===== config.mk =====
export PLATFORM = sky130hd
export DESIGN_NAME = mmio_test_responder
export DESIGN_NICKNAME = d
export VERILOG_FILES = /design/src/rtl/mmio_test_responder_pkg.sv /design/src/rtl/mmio_test_responder_sync_fifo.sv /design/src/rtl/mmio_test_responder.sv
export SDC_FILE = /design/constraint.sdc
export NUM_CORES = 1
export LEC_CHECK = 0
export CORE_MARGIN = 2
export CORE_UTILIZATION = 53
export DETAILED_ROUTE_END_ITERATION = 10
export GPL_ROUTABILITY_DRIVEN = 1
export GPL_TIMING_DRIVEN = 0
export PLACE_DENSITY = 0.78
export SLEW_MARGIN = 20
export SYNTH_ARGS = -nofsm -noshare
export SYNTH_HDL_FRONTEND = slang
export SYNTH_SLANG_ARGS = --single-unit

===== constraint.sdc =====
create_clock -name clk -period 4.1 [get_ports clk]
set_clock_uncertainty 0.05 [all_clocks]
set_input_delay 0.82 -clock clk [delete_from_list [all_inputs] [get_ports clk]]
set_output_delay 0.82 -clock clk [all_outputs]
set_load 0.1 [all_outputs]

===== src/rtl/mmio_test_responder_pkg.sv =====
// Register offsets, status-word layout and a status packing helper shared by the
// MMIO test responder and its console FIFO.
package mmio_test_responder_pkg;

    typedef enum logic [1:0] {
        OFF_CONSOLE = 2'd0,
        OFF_HALT    = 2'd1,
        OFF_CYCLE   = 2'd2,
        OFF_SCRATCH = 2'd3
    } reg_off_e;

    localparam int ST_EMPTY    = 0;
    localparam int ST_FULL     = 1;
    localparam int ST_OVF      = 2;
    localparam int ST_COUNT_LO = 8;
    localparam int ST_COUNT_HI = 15;

    function automatic logic [31:0] console_status(
        input logic [7:0] count,
        input logic       ovf,
        input logic       full,
        input logic       empty
    );
        logic [31:0] w_s;
        w_s                          = '0;
        w_s[ST_COUNT_HI:ST_COUNT_LO] = count;
        w_s[ST_OVF]                  = ovf;
        w_s[ST_FULL]                 = full;
        w_s[ST_EMPTY]                = empty;
        return w_s;
    endfunction

endpackage


===== src/rtl/mmio_test_responder_sync_fifo.sv =====
// Generic synchronous FIFO: data visible one cycle after push, no bypass.
// Push while full is dropped unless a pop happens in the same cycle.
module sync_fifo #(
    parameter int WIDTH = 8,
    parameter int DEPTH = 8
) (
    input  logic                     clk,
    input  logic                     rst,
    input  logic                     i_push,
    input  logic [WIDTH-1:0]         i_wdata,
    input  logic                     i_pop,
    output logic [WIDTH-1:0]         o_rdata,
    output logic                     o_full,
    output logic                     o_empty,
    output logic [$clog2(DEPTH):0]   o_count
);
    localparam int AW = $clog2(DEPTH);

    logic [WIDTH-1:0] r_mem [DEPTH];
    logic [AW-1:0]    r_wptr;
    logic [AW-1:0]    r_rptr;
    logic [AW:0]      r_count;
    logic             w_do_push;
    logic             w_do_pop;

    assign o_full    = (r_count == (AW+1)'(DEPTH));
    assign o_empty   = (r_count == '0);
    assign o_count   = r_count;
    assign o_rdata   = r_mem[r_rptr];
    assign w_do_pop  = i_pop && !o_empty;
    // A full FIFO can still take a byte when the head leaves in the same cycle.
    assign w_do_push = i_push && (!o_full || i_pop);

    always_ff @(posedge clk) begin
        if (w_do_push) begin
            r_mem[r_wptr] <= i_wdata;
        end
    end

    always_ff @(posedge clk or posedge rst) begin
        if (rst) begin
            r_wptr  <= '0;
            r_rptr  <= '0;
            r_count <= '0;
        end else begin
            if (w_do_push) r_wptr <= r_wptr + 1'b1;
            if (w_do_pop)  r_rptr <= r_rptr + 1'b1;
            case ({w_do_push, w_do_pop})
                2'b10:   r_count <= r_count + 1'b1;
                2'b01:   r_count <= r_count - 1'b1;
                default: r_count <= r_count;
            endcase
        end
    end

endmodule


===== src/rtl/mmio_test_responder.sv =====
// MMIO test peripheral on the CPU data port: console FIFO, halt/exit code, cycle counter, scratch.
// Loads are combinational in the access cycle; stores land at the closing posedge.
module mmio_test_responder
    import mmio_test_responder_pkg::*;
#(
    parameter logic [31:0] BASE_ADDR  = 32'hFFFF_0000,
    parameter int          FIFO_DEPTH = 8
) (
    input  logic        clk,
    input  logic        rst,
    input  logic        mem_en,
    input  logic        mem_we,
    input  logic [31:0] mem_addr,
    input  logic [31:0] mem_wdata,
    output logic        sel,
    output logic [31:0] mem_rdata,
    output logic        con_valid,
    output logic [7:0]  con_data,
    input  logic        con_ready,
    output logic        halted,
    output logic [31:0] exit_code
);
    localparam int CW = $clog2(FIFO_DEPTH) + 1;

    reg_off_e    w_off;
    logic        w_acc;
    logic        w_wr;
    logic        w_con_push;
    logic        w_halt_wr;
    logic        w_pop;
    logic        w_fifo_full;
    logic        w_fifo_empty;
    logic [CW-1:0] w_fifo_count;
    logic [7:0]  w_fifo_rdata;
    logic [31:0] w_rdata;
    logic        w_unused_addr;

    logic        r_overflow;
    logic [31:0] r_cycle;
    logic [31:0] r_scratch;
    logic        r_halted;
    logic [31:0] r_exit_code;

    assign sel           = (mem_addr[31:4] == BASE_ADDR[31:4]);
    assign w_off         = reg_off_e'(mem_addr[3:2]);
    assign w_acc         = sel && mem_en;
    assign w_wr          = w_acc && mem_we;
    assign w_con_push    = w_wr && (w_off == OFF_CONSOLE);
    assign w_halt_wr     = w_wr && (w_off == OFF_HALT);
    assign w_unused_addr = ^mem_addr[1:0];

    assign con_valid = !w_fifo_empty;
    assign con_data  = w_fifo_rdata;
    assign w_pop     = con_valid && con_ready;
    assign halted    = r_halted;
    assign exit_code = r_exit_code;
    assign mem_rdata = w_rdata;

    sync_fifo #(
        .WIDTH (8),
        .DEPTH (FIFO_DEPTH)
    ) u_con_fifo (
        .clk     (clk),
        .rst     (rst),
        .i_push  (w_con_push),
        .i_wdata (mem_wdata[7:0]),
        .i_pop   (w_pop),
        .o_rdata (w_fifo_rdata),
        .o_full  (w_fifo_full),
        .o_empty (w_fifo_empty),
        .o_count (w_fifo_count)
    );

    always_ff @(posedge clk or posedge rst) begin
        if (rst) begin
            r_overflow  <= 1'b0;
            r_cycle     <= '0;
            r_scratch   <= '0;
            r_halted    <= 1'b0;
            r_exit_code <= '0;
        end else begin
            if (w_con_push && w_fifo_full && !w_pop) r_overflow <= 1'b1;
            // The edge that latches halt must not advance the counter either.
            if (!r_halted && !w_halt_wr) r_cycle <= r_cycle + 1'b1;
            if (w_halt_wr && !r_halted) begin
                r_halted    <= 1'b1;
                r_exit_code <= mem_wdata;
            end
            if (w_wr && (w_off == OFF_SCRATCH)) r_scratch <= mem_wdata;
        end
    end

    always_comb begin
        w_rdata = '0;
        if (w_acc) begin
            case (w_off)
                OFF_CONSOLE: w_rdata = console_status(8'(w_fifo_count), r_overflow,
                                                      w_fifo_full, w_fifo_empty);
                OFF_HALT:    w_rdata = r_exit_code;
                OFF_CYCLE:   w_rdata = r_cycle;
                OFF_SCRATCH: w_rdata = r_scratch;
                default:     w_rdata = '0;
            endcase
        end
    end

endmodule


==> reports/results.tsv, run 1 <==
stage	metric	value	unit
critical_path	cp-start-kind	input pin	
clocking	cts_buffers	17	
clocking	clkLatencyLatePin	430	ps
yosys	synth_area_leaders	dfrtp_1, edfxtp_1, mux2_2	
place	hpwl	13200	um
critical_path	path_class	in2out	
worst_hold_path	hold_path.startpoint	r_cycle[31]$_DFFE_PP0P_	
floorplanning	start_util	54.3	%
critical_path	worstPathMaxFanout	10	
clocking	cts_hold_buf	0	
yosys	yosysTopAreaCell	dfrtp_1	
timing	hold_violations	0	
yosys	ys_seq_area_share	58.4	%
finish	area.growth.synth_to_final	30.5	%
route	first_pass_iters	5	
pwr	ir_drop	0.000317	V
finish	layout-drive-gt1-share	32.9	%
worst_hold_path	hold_class	reg2reg	
route	routed-via-count	5234	
grt	grt_max_degree	57	
timing	period_needed	3990	ps
critical_path	crit_path_end_kind	output pin	
timing	finalSetupViolations	0	
clocking	cts.path.max_buffers	2	
yosys	syn_area	0.00792	mm2
critical_path	r2r_cells	11	
place	dpl_cell_area	0.00979	mm2
critical_path	r2r-end	u_con_fifo.o_count[3]$_DFFE_PP0P_	
timing	max_slew_margin	32.4	%
critical_path	r2r_slack	1170	ps
worst_hold_path	hold_end	r_cycle[31]$_DFFE_PP0P_	
critical_path	critPathArrivalTime	3120	ps
yosys	async_flop_share	62.8	%
pwr	power.density	343	mW/mm2
yosys	ys_ff_latch	172	
status	run_status	complete, no violations	
clocking	clkTransAtPathRegs	60	ps
floorplanning	io_pins	144	
yosys	synth_area_per_cell	14.3	um2
yosys	ys_types	50	
route	drc_errors	0	
yosys	synth-main-ff-cell	dfrtp_1	
yosys	synth_top_cell_area_share	34.1	%
floorplanning	core.rowCount	44	
finish	finalInstanceArea	0.0103	mm2
place	io_buffers	140	
floorplanning	die_w	126	um
floorplanning	die_h	126	um
finish	antenna_cells	0	
floorplanning	dieArea	0.0159	mm2
grt	antenna_found_initial	0	
yosys	synth_edf_count	64	
critical_path	worstPathRequired	3230	ps
route	drtIter0Drc	394	
timing	min_period_over_period	97.3	%
worst_hold_path	hold_depth	1	
yosys	yosys_warnings	0	
run	maxCapViolCount	0	
timing	worstMarginPinSlew	1010	ps
critical_path	r2r-start	u_con_fifo.o_count[1]$_DFFE_PP0P_	
clocking	clock-root-buffer	clkbuf_16	
timing	slew_viol_final	0	
grt	track_usage	24.0	%
route	ant_nets	0	
route	wl_per_cell	20.2	um
yosys	syn-num-nets	628	
pwr	p_leak	4.23	nW
place	gp_congestion	0.786	
floorplanning	coreArea	0.0146	mm2
clocking	cts_tree	done	
clocking	cts_max_level	4	
finish	postLayoutCoreUtil	70.9	%
grt	grt_remaining_overflow	0	
grt	grt_pass1_vias	5565	
route	viasPerCell	5.73	
clocking	clkSinkCount	172	
route	wl	18400	um
yosys	synth_cells	553	
timing	fmax	0.251	GHz
finish	num-nets-final	791	
grt	grt_pass1_wl	29600	um
==> timing repair <==
action | in CTS | in global routing
endpoints found under the setup margin | 41 | 28
endpoints found under the hold margin | 0 | 0
pin swaps | 1 | 1
setup buffers | 2 | 1
resized for setup | 184 | 6
==> logic make-up (layout without fill, tap and decap cells) <==
logic type | after synthesis | in the layout | share of synthesized area, %
muxes | 121 | 121 | 20.2
DFF | 172 | 172 | 58.4
AOI/OAI and AO/OA | 39 | 39 | 3.70
xor gates and xnor gates | 39 | 39 | 4.31
adders and majority gates | 6 | 6 | 0.948
buffers and inverters | 36 | 212 | 2.54
and+or+nand+nor | 140 | 140 | 9.98
==> worst max-delay path, cell delays in order <==
cell and delay [ps]:
clkdlybuf4s50_1 600, buf_2 360, clkbuf_2 360, mux2_2 380, a22oi_1 200, nor2_2 80, buf_2 310
==> cell type report <==
class                      count  area (um2)
clock buffer                  19         464
tap                          184         230
inverter                       6        27.5
clock inverter                13         131
fill                         979        4250
buffer                        30         206
sequential                   172        4620
timing repair buffer         144        1360
multi-input combinational    345        3290
==> cell usage after synthesis, drive strengths merged, types with 13 or more instances <==
cell,n
buf,17
xnor2,23
xor2,16
mux2,98
nand4,15
dfrtp,108
a22oi,26
edfxtp,64
clkbuf,13
nor2,38
mux4,21
nand2,26
==> layout by cell type, fill, tap and decap left out, types with 6 or more instances in the layout <==
master | Yosys | routed
a22oi_1 | 26 | 26
and3_1 | 9 | 9
buf_2 | 5 | 12
buf_4 | 2 | 25
buf_6 | 7 | 7
clkbuf_16 | 0 | 18
clkbuf_2 | 0 | 6
clkdlybuf4s50_1 | 0 | 99
dfrtp_1 | 108 | 108
dlygate4sd2_1 | 0 | 9
edfxtp_1 | 64 | 64
ha_1 | 6 | 6
mux2_1 | 10 | 10
mux2_2 | 88 | 88
mux4_2 | 21 | 21
nand2_1 | 26 | 25
nand3_1 | 9 | 9
nand4_1 | 14 | 14
nor2_1 | 37 | 12
nor2_4 | 1 | 21
nor3_1 | 8 | 7
nor4_1 | 8 | 8
xnor2_1 | 23 | 23
xor2_1 | 16 | 16
==> worst max-delay path by stage <==
stage            startpoint                           endpoint  slack [ps]  depth (start not counted)
2_1_floorplan  mem_addr[23]                       mem_rdata[0]           9                          5
3_3_place_gp            rst  u_con_fifo.o_count[2]$_DFFE_PP0P_       -1160                          2
3_5_place_dp    mem_addr[6]                      mem_rdata[12]       -1000                          8
4_1_cts         mem_addr[2]                      mem_rdata[16]          10                          7
5_1_grt         mem_addr[5]                      mem_rdata[21]         -10                          9
6_report        mem_addr[2]                       mem_rdata[5]         110                          7
==> per-layer routing <==
metal / part of all wire [%] / GRT usage [%]
met2: 52 / 40.9
met5: 0 / 0
met3: 5.2 / 5.18
met4: 1.9 / 8.66
met1: 41 / 30.4
==> state kept, by name, indices dropped and copies added, names as in the netlist <==
| name | cells |
|---|---|
| u_con_fifo.r_rptr | 3 |
| u_con_fifo.o_count | 4 |
| u_con_fifo.r_mem | 64 |
| u_con_fifo.r_wptr | 3 |
| halted | 1 |
| r_scratch | 32 |
| r_cycle | 32 |
| exit_code | 32 |
| r_overflow | 1 |
==> stage by stage <==
stage               TNS [ps]  setup slack, ps  power [mW]  hold WS (ps)  std cells
floorplan                  0             9.32        1.88           376        553
global placement     -150970            -1160        1.97           412        877
detailed placement    -27570            -1000        1.98           422        878
CTS                        0             11.4        3.56           431        912
global route           -50.0            -11.0        3.65           450        913
finish                     0              109        3.54           428        913
==> power by group <==
part / total [mW] / leakage [nW] / switching [mW] / internal [mW]
registers: 1.78 / 2.01 / 0.0000202 / 1.78
logic: 0.159 / 1.94 / 0.0809 / 0.0783
clock network: 1.60 / 0.282 / 0.697 / 0.903
No activity file was read; power rests on OpenSTA's default activity.
==> run 2: changes to the inputs <==
--- a/config.mk
+++ b/config.mk
@@ -6,11 +6,12 @@
 export NUM_CORES = 1
 export LEC_CHECK = 0
 export CORE_MARGIN = 2
-export CORE_UTILIZATION = 53
+export CORE_UTILIZATION = 63
 export DETAILED_ROUTE_END_ITERATION = 10
+export DONT_BUFFER_PORTS = 1
 export GPL_ROUTABILITY_DRIVEN = 1
 export GPL_TIMING_DRIVEN = 0
-export PLACE_DENSITY = 0.78
+export PLACE_DENSITY = 0.79
 export SLEW_MARGIN = 20
 export SYNTH_ARGS = -nofsm -noshare
 export SYNTH_HDL_FRONTEND = slang
==> run 2 against run 1 <==
Wire length fell by 6.9%. Combinational power decreased by 50%. Sequential power barely moved. Worst hold slack got worse by 250 ps. Fmax is 2.6% lower. Critical path depth shrank 2. Final area down 12%. Highest routed layer unchanged.
==> reports/results.tsv, run 2 (synthesis gave the netlist of run 1 again) <==
stage	metric	value	unit
status	run_status	complete, no violations	
timing	max_slew_margin	23.1	%
clocking	cts_max_level	4	
timing	min_period_over_period	99.9	%
grt	antenna_found_initial	0	
route	wl	17200	um
clocking	clkTransAtPathRegs	60	ps
finish	area.growth.synth_to_final	14.6	%
clocking	clock-root-buffer	clkbuf_16	
grt	grt_max_degree	74	
finish	final_cell_mix	dfrtp_1, mux2_2, edfxtp_1, a22oi_1, nand2_1	
pwr	switching_share	19.2	%
clocking	clkSinkCount	172	
worst_hold_path	hold_class	in2async	
pwr	p_switching	0.682	mW
timing	fmax	0.244	GHz
finish	postLayoutCoreUtil	74.7	%
place	place_ws	-326	ps
floorplanning	die_h	116	um
place	hpwl	11900	um
pwr	comb_power_share	2.3	%
pwr	power.internal	2.86	mW
critical_path	crit_path_start	mem_addr[18]	
pwr	power.density	390	mW/mm2
finish	final_common_cell	dfrtp_1	
clocking	clkLatencyLatePin	430	ps
pwr	pwr-share-seq	50.4	%
timing	finalSetupViolations	0	
clocking	cts_hold_buf	0	
clocking	cts.path.max_buffers	2	
route	ant_nets	0	
run	maxCapViolCount	0	
floorplanning	dieArea	0.0135	mm2
route	viasPerCell	6.29	
finish	finalInstanceArea	0.00908	mm2
clocking	cts_tree	done	
pwr	clkPwrFrac	47.4	%
critical_path	critPathArrivalTime	3230	ps
finish	largest_reg_flops	64	
floorplanning	die_w	116	um
timing	worstMarginPinSlew	1150	ps
critical_path	cp-start-kind	input pin	
critical_path	worstPathRequired	3230	ps
critical_path	r2r-start	u_con_fifo.o_count[1]$_DFFE_PP0P_	
timing	hold_violations	0	
grt	grt_pass1_vias	5175	
finish	top_register	u_con_fifo.r_mem	
finish	layout-drive-gt1-share	34.2	%
place	place_inst	722	
route	drtIter0Drc	262	
grt	track_usage	27.4	%
critical_path	path_class	in2out	
place	dpl_cell_area	0.00837	mm2
place	io_buffers	0	
route	routed-via-count	4769	
pwr	p_leak	3.65	nW
timing	rsz0062_at_grt	yes	
grt	grt_remaining_overflow	0	
critical_path	crit_path_end_kind	output pin	
floorplanning	core.rowCount	40	
route	first_pass_iters	5	
place	gp_congestion	0.840	
timing	period_needed	4100	ps
finish	num-nets-final	652	
timing	slew_viol_final	0	
timing	setup_ws	3.11	ps
route	wl_per_cell	22.6	um
grt	grt_pass1_wl	27300	um
floorplanning	coreArea	0.0122	mm2
pwr	ir_drop	0.000242	V
finish	fin_cells	758	
route	drc_errors	0	
floorplanning	io_pins	144	
floorplanning	start_util	65.1	%
critical_path	worstPathMaxFanout	7	
clocking	cts_buffers	17	
finish	antenna_cells	0	
-- run 2: through the flow --
stage	TNS [ps]	hold WS [ps]	power (mW)
floorplan	0	376	1.88
detailed placement	-7840	413	1.90
CTS	0	187	3.56
global placement	-83050	409	1.89
global route	-293	202	3.63
finish	0	182	3.54
-- run 2: worst max-delay path, stage by stage --
cell and delay (ps):
nand4_1 130, or3_4 440, nor2_4 710, nand2_4 190
nor2_2 920
-- run 2: what timing repair did --
action	4_1_cts	5_1_grt
pin swaps	6	6
gates cloned	2	0
setup endpoints to repair	27	27
setup buffers	2	0
resized for setup	8	3
-- run 2: area by class of cell --
class / count / area (um2)
Sequential cell: 172 / 4620
Multi-Input combinational cell: 347 / 3370
Fill cell: 791 / 3080
Clock buffer: 27 / 518
Tap cell: 168 / 210
Buffer: 30 / 186
Clock inverter: 5 / 106
Timing Repair Buffer: 3 / 42.5
Inverter: 6 / 27.5
-- run 2: power by group through the flow --
stage | registers, mW | clock network [mW] | logic (mW)
floorplan | 1.82 | 0 | 0.0578
detailed placement | 1.82 | 0 | 0.0794
finish | 1.79 | 1.68 | 0.0801
global route | 1.78 | 1.76 | 0.0890
CTS | 1.79 | 1.69 | 0.0815
global placement | 1.82 | 0 | 0.0740
-- run 2: metal layers --
layer	vias up	wire [um]	track usage [%]	share of wire, %
li1	2131	-	-	-
met1	2468	6710	32.7	39
met2	146	9170	47.5	53
met3	24	973	7.06	5.7
met4	0	313	11.9	1.8
met5	-	0	0	0
-- run 2: path summary, 6_finish.rpt --
check / slack (ps) / to / cells after the start
min in group clk: 430 / r_overflow$_DFFE_PP0P_ / 2
hold reg to reg: 430 / r_overflow$_DFFE_PP0P_ / 2
setup / recovery: 3 / mem_rdata[3] / 5
setup reg to reg: 1050 / u_con_fifo.o_count[2]$_DFFE_PP0P_ / 12
hold / removal: 180 / r_scratch[23]$_DFFE_PP0P_ / 1
max in group asynchronous: 3140 / exit_code[5]$_DFFE_PP0P_ / 2
==> run 3: changes to the inputs <==
--- a/config.mk
+++ b/config.mk
@@ -5,14 +5,14 @@
 export SDC_FILE = /design/constraint.sdc
 export NUM_CORES = 1
 export LEC_CHECK = 0
+export ABC_AREA = 1
 export CORE_MARGIN = 2
-export CORE_UTILIZATION = 63
+export CORE_UTILIZATION = 64
 export DETAILED_ROUTE_END_ITERATION = 10
 export DONT_BUFFER_PORTS = 1
 export GPL_ROUTABILITY_DRIVEN = 1
 export GPL_TIMING_DRIVEN = 0
-export PLACE_DENSITY = 0.79
-export SLEW_MARGIN = 20
+export PLACE_DENSITY = 0.8
 export SYNTH_ARGS = -nofsm -noshare
 export SYNTH_HDL_FRONTEND = slang
 export SYNTH_SLANG_ARGS = --single-unit
==> run 3 against run 2 <==
Fmax up 4.3%. Synthesized cell count up 88%. Core utilization rose by 0.18 points. Clock power is 4% lower. Final cell count grew 65%. Worst setup slack gained 170 ps. Critical path depth is 2 higher. Sequential power increased by 4%. Worst hold slack improved by 110 ps. Non-clock buffer count up 19. Die area rose by 7.3%. Final area rose by 9.1%. Largest cell class unchanged.
==> reports/results.tsv, run 3 <==
stage	metric	value	unit
timing	worstMarginPinSlew	1300	ps
critical_path	path_depth	7	
yosys	yosysTopAreaCell	dfrtp_1	
critical_path	worstPathRequired	3230	ps
finish	fin_cells	1248	
critical_path	cpPeakStageDelay	1020	ps
grt	grt_max_degree	63	
critical_path	crit_path_end_kind	output pin	
yosys	ys_seq_area_share	53.4	%
finish	area.growth.synth_to_final	14.5	%
critical_path	cp_num_buf_inv	0	
floorplanning	core.rowCount	42	
yosys	syn_area	0.00866	mm2
route	routed-via-count	7533	
floorplanning	die_w	120	um
floorplanning	start_util	65.4	%
grt	grt_remaining_overflow	0	
grt	grt_pass1_wl	38200	um
route	wl	24500	um
route	drtIter0Drc	889	
floorplanning	io_pins	144	
route	viasPerCell	6.04	
yosys	synth_top_cell_area_share	31.2	%
yosys	yosys_warnings	0	
timing	min_period_over_period	95.8	%
floorplanning	die_h	120	um
critical_path	path_class	in2out	
route	wl_per_cell	19.6	um
worst_hold_path	hold_class	in2async	
critical_path	cp-start-kind	input pin	
finish	largest_reg_flops	64	
finish	top_register	u_con_fifo.r_mem	
critical_path	cp_slowest_cell	a41oi_2	
clocking	cts_max_level	4	
floorplanning	dieArea	0.0145	mm2
yosys	synth.most_common_cell	nand2_1	
yosys	synth_area_per_cell	8.33	um2
critical_path	r2r-end	u_con_fifo.o_count[2]$_DFFE_PP0P_	
critical_path	r2r_slack	1330	ps
finish	postLayoutCoreUtil	74.9	%
yosys	syn-num-nets	1114	
clocking	clkSinkCount	172	
critical_path	r2r_cells	12	
critical_path	r2r-start	u_con_fifo.o_count[0]$_DFFE_PP0P_	
critical_path	worstPathMaxFanout	5	
yosys	async_flop_share	62.8	%
finish	final_common_cell	nand2_1	
yosys	synth_commonest_cells	nand2_1, nor2_1, nand3_1, dfrtp_1, edfxtp_1	
timing	hold_violations	0	
pwr	ir_drop	0.000314	V
critical_path	cp_cell_sequence	nor2_1, nand2_1, nor2_1, nand2_1, nor2_4, nand2_2, a41oi_2	
critical_path	cp-endpoint	mem_rdata[9]	
clocking	clkLatencyLatePin	440	ps
finish	finalInstanceArea	0.00991	mm2
grt	track_usage	35.0	%
yosys	synth_area_leaders	dfrtp_1, edfxtp_1, nand2_1	
timing	slew_viol_final	0	
pwr	p_leak	4.16	nW
clocking	cts_tree	done	
floorplanning	coreArea	0.0132	mm2
yosys	synth_cells	1039	
clocking	cts.path.max_buffers	2	
timing	finalSetupViolations	0	
clocking	clkTransAtPathRegs	70	ps
timing	max_slew_margin	12.8	%
critical_path	cpLargestDelayFamily	simple AND/OR/NAND/NOR gates	
critical_path	critPathArrivalTime	3060	ps
finish	layout-drive-gt1-share	11.0	%
place	hpwl	17200	um
clocking	clock-root-buffer	clkbuf_16	
route	ant_nets	0	
yosys	ys_ff_latch	172	
finish	final_cell_mix	nand2_1, nor2_1, nand3_1, dfrtp_1, edfxtp_1	
critical_path	crit_path_start	mem_addr[13]	
timing	hold_ws	290	ps
run	maxCapViolCount	0	
route	drc_errors	0	
yosys	ys_types	37	
clocking	cts_hold_buf	0	
timing	period_needed	3930	ps
place	place_inst	1216	
finish	antenna_cells	0	
timing	fmax	0.255	GHz
place	io_buffers	0	
grt	antenna_found_initial	0	
timing	rsz0062_at_grt	no	
place	dpl_cell_area	0.00911	mm2
route	first_pass_iters	8	
yosys	synth-main-ff-cell	dfrtp_1	
pwr	power.density	483	mW/mm2
clocking	cts_buffers	17	
status	run_status	complete, no violations	
grt	grt_pass1_vias	7364	
pwr	p_total	4.79	mW
clocking	post-cts-setup-buffers	0	
yosys	synth_edf_count	64	
finish	num-nets-final	1134	
place	gp_congestion	0.967	
[run 3: cell families (layout without fill, tap and decap cells)]
logic type / Yosys count / after routing / share of synthesized area, %
muxes: 1 / 1 / 0.130
buffers and inverters: 96 / 129 / 5.13
DFF: 172 / 172 / 53.4
adders and majority gates: 6 / 6 / 0.867
xor gates and xnor gates: 27 / 27 / 2.73
and+or+nand+nor: 647 / 647 / 31.2
AOI/OAI and AO/OA: 90 / 90 / 6.50
[run 3: timing repair]
item,4_1_cts,5_1_grt
resized for setup,19,21
pin swaps,1,2
setup endpoints to repair,30,22
hold endpoints to repair,0,0
[run 3: how the worst min path moves through the flow]
stage | startpoint | end | slack [ps]
2_1_floorplan | r_scratch[17]$_DFFE_PP0P_ | r_scratch[17]$_DFFE_PP0P_ | 390
3_3_place_gp | r_scratch[0]$_DFFE_PP0P_ | r_scratch[0]$_DFFE_PP0P_ | 400
3_5_place_dp | r_scratch[4]$_DFFE_PP0P_ | r_scratch[4]$_DFFE_PP0P_ | 410
4_1_cts | rst | exit_code[14]$_DFFE_PP0P_ | 300
5_1_grt | rst | exit_code[12]$_DFFE_PP0P_ | 340
6_report | rst | exit_code[14]$_DFFE_PP0P_ | 290
[run 3: area by class of cell]
class                           instances  area (um2)
Tap cell                              176         220
Fill cell                             996        3330
Multi-Input combinational cell        771        4000
Inverter                               45         171
Buffer                                 51         283
Clock inverter                         15         160
Timing Repair Buffer                    1        27.5
Sequential cell                       172        4620
Clock buffer                           17         425
[run 3: power by group]
group          switching, mW  internal [mW]  total (mW)  leakage, nW
combinational           1.06          0.245        1.31         1.82
clock                  0.707          0.904        1.61        0.275
sequential            0.0486           1.82        1.87         2.06
total                   1.82           2.97        4.79         4.16
[run 3: through the flow]
step | setup slack (ps) | setup TNS [ps]
2_1_floorplan | -489 | -6090
3_5_place_dp | -486 | -9330
5_1_grt | 38.2 | 0
6_report | 173 | 0
3_3_place_gp | -935 | -104910
4_1_cts | -214 | -2680
[run 3: worst reg2reg max path, stage by stage (launching register included)]
cell and delay [ps]:
dfrtp_1 450, or2_2 330, nor3_1 240, nand2_1 220
nand4_1 260, ha_1 320, nand2_1 90, inv_1 70
nor2_1 50, ha_1 170, a21oi_1 140, xor2_1 160
o21ai_0 90
[run 3: per-layer routing]
layer	track usage [%]	part of all wire, %	routed length [um]	vias to the layer above
met2	58.0	50	12100	413
met3	10.0	9.2	2240	85
met1	42.3	37	9080	3566
li1	-	-	-	3469
met4	17.2	4.3	1050	0
met5	0	0	0	-
==> edit, RTL diff (config.mk and constraints of run 1) <==
Change the parameter `FIFO_DEPTH` from 8 to 4.
--- a/src/rtl/mmio_test_responder.sv
+++ b/src/rtl/mmio_test_responder.sv
@@ -5,5 +5,5 @@
 #(
     parameter logic [31:0] BASE_ADDR  = 32'hFFFF_0000,
-    parameter int          FIFO_DEPTH = 8
+    parameter int          FIFO_DEPTH = 4
 ) (
     input  logic        clk,
Check against the original RTL: not equivalent (a bounded check fails within 10 cycles, from zero or initial values and one cycle with rst high).
==> edit against run 1 <==
Synthesized area decreased by 18%; count of clock-buffer cells in the layout rose by 1; utilization rose by 4.5 points; design area down 12%; non-clock buffer count up 1; wire length down 12%; setup slack got worse by 34 ps; sequential cell count down 35; highest routed layer unchanged.
Power is not compared: it rests on default switching activity, and its combinational part moved more than twofold at a synthesized area within 25%.
==> edit: results (changes against run 1) <==
yosys:
  synthAdderAreaFrac: 0.01455  # +0.005075
  synthDistinctLibCells: 38  # -24%
  synth-compound-area-share: 0.03695  # about the same
  synth_xor_area_frac: 0.04959  # +0.006474
  ys_top_cells_by_area: "dfrtp_1 (40%), edfxtp_1 (15%), mux2_2 (11%)"
  ys_seq_area_frac: 0.5491  # -0.03459
  synth.avg_cell_area_sq_um: 13.76  # -4.0%
  synth_mux_area_frac: 0.2217  # +0.02020
  synth_common_cells: "dfrtp_1 (105), mux2_2 (61), nor2_1 (33), xnor2_1 (33), edfxtp_1 (32)"
route:
  vias: 4604  # -12%
  wire_per_inst_microns: 20.36  # +0.80%
  dr.first_iter.drc_count: 312  # -21%
  drt-total-wl_microns: 16250  # -12%
run_status:
  status: "finished clean"
placement:
  gp_congestion: 0.7952  # +1.2%
  hpwl_microns: 11040  # -16%
  port_buffers: 141  # +0.71%
  dp_cells: 764  # -13%
setup_path:
  crit_path_top_delay_cell: "or4b_4"
  cp_max_fo: 7  # -3
global_route:
  grt_pass1_wl_microns: 25390  # -14%
  first_global_vias: 4893  # -12%
finish:
  nClkBuffers: 20  # +1
  num-nonclk-inverters: 8  # +2
  seq_share: 0.3964  # -0.05100
  final_nets: 715  # -9.6%
  drive_gt1_frac: 0.3318  # +0.002579
floorplanning:
  die_w_microns: 115.0  # -8.9%
clock_tree:
  clock-sinks: 137  # -20%
## edit: cell count changes after synthesis, moves of 8 or more
| cell | delta |
|---|---|
| nand2_1 | -17 |
| mux2_1 | -9 |
| mux2_4 | +30 |
| edfxtp_1 | -32 |
| xnor2_1 | +10 |
| xor2_1 | -12 |
| nor4_1 | -8 |
| mux4_2 | -9 |
| and2_1 | +9 |
| mux2_2 | -27 |
## edit: per-stage QoR
step                      setup slack [ps]    util  hold WS (ps)  TNS (ps)
final                                75.31  0.7538         431.2         0
after global routing                0.7263  0.7538         446.2         0
after CTS                           -5.177  0.7484         432.1    -5.177
after detailed placement             -1207  0.6929         420.5    -32360
after global placement               -1185  0.6902         407.1   -146140
after floorplan                     -28.51       -         388.5    -285.1
## edit: kinds of logic after synthesis
group / Yosys count
xor gates and xnor gates: 37
DFF: 137
muxes: 107
buffers and inverters: 38
and+or+nand+nor: 117
adders and majority gates: 7
AOI/OAI and AO/OA: 32
## edit: layer usage
layer / GRT usage / share of wire
met5: 0 / 0
met4: 0.1044 / 0.023
met3: 0.05271 / 0.059
met2: 0.4196 / 0.51
met1: 0.3182 / 0.41
## edit: timing repair
item,4_1_cts,5_1_grt
endpoints found under the setup margin,33,32
buffers inserted,1,0
pin swaps,1,4
resized for setup,234,18
cloned,1,1
## edit: final timing paths
kind	start	endpoint	slack, ps	depth (start not counted)
min in group asynchronous	rst	exit_code[8]	760	2
max in group asynchronous	rst	r_scratch[27]	2590	3
worst min-delay path	r_overflow	r_overflow	430	1
worst max register to register	u_con_fifo.o_count[0]	u_con_fifo.o_count[2]	1600	11
worst max-delay path	mem_addr[12]	mem_rdata[31]	80	9
worst min register to register	r_overflow	r_overflow	430	1
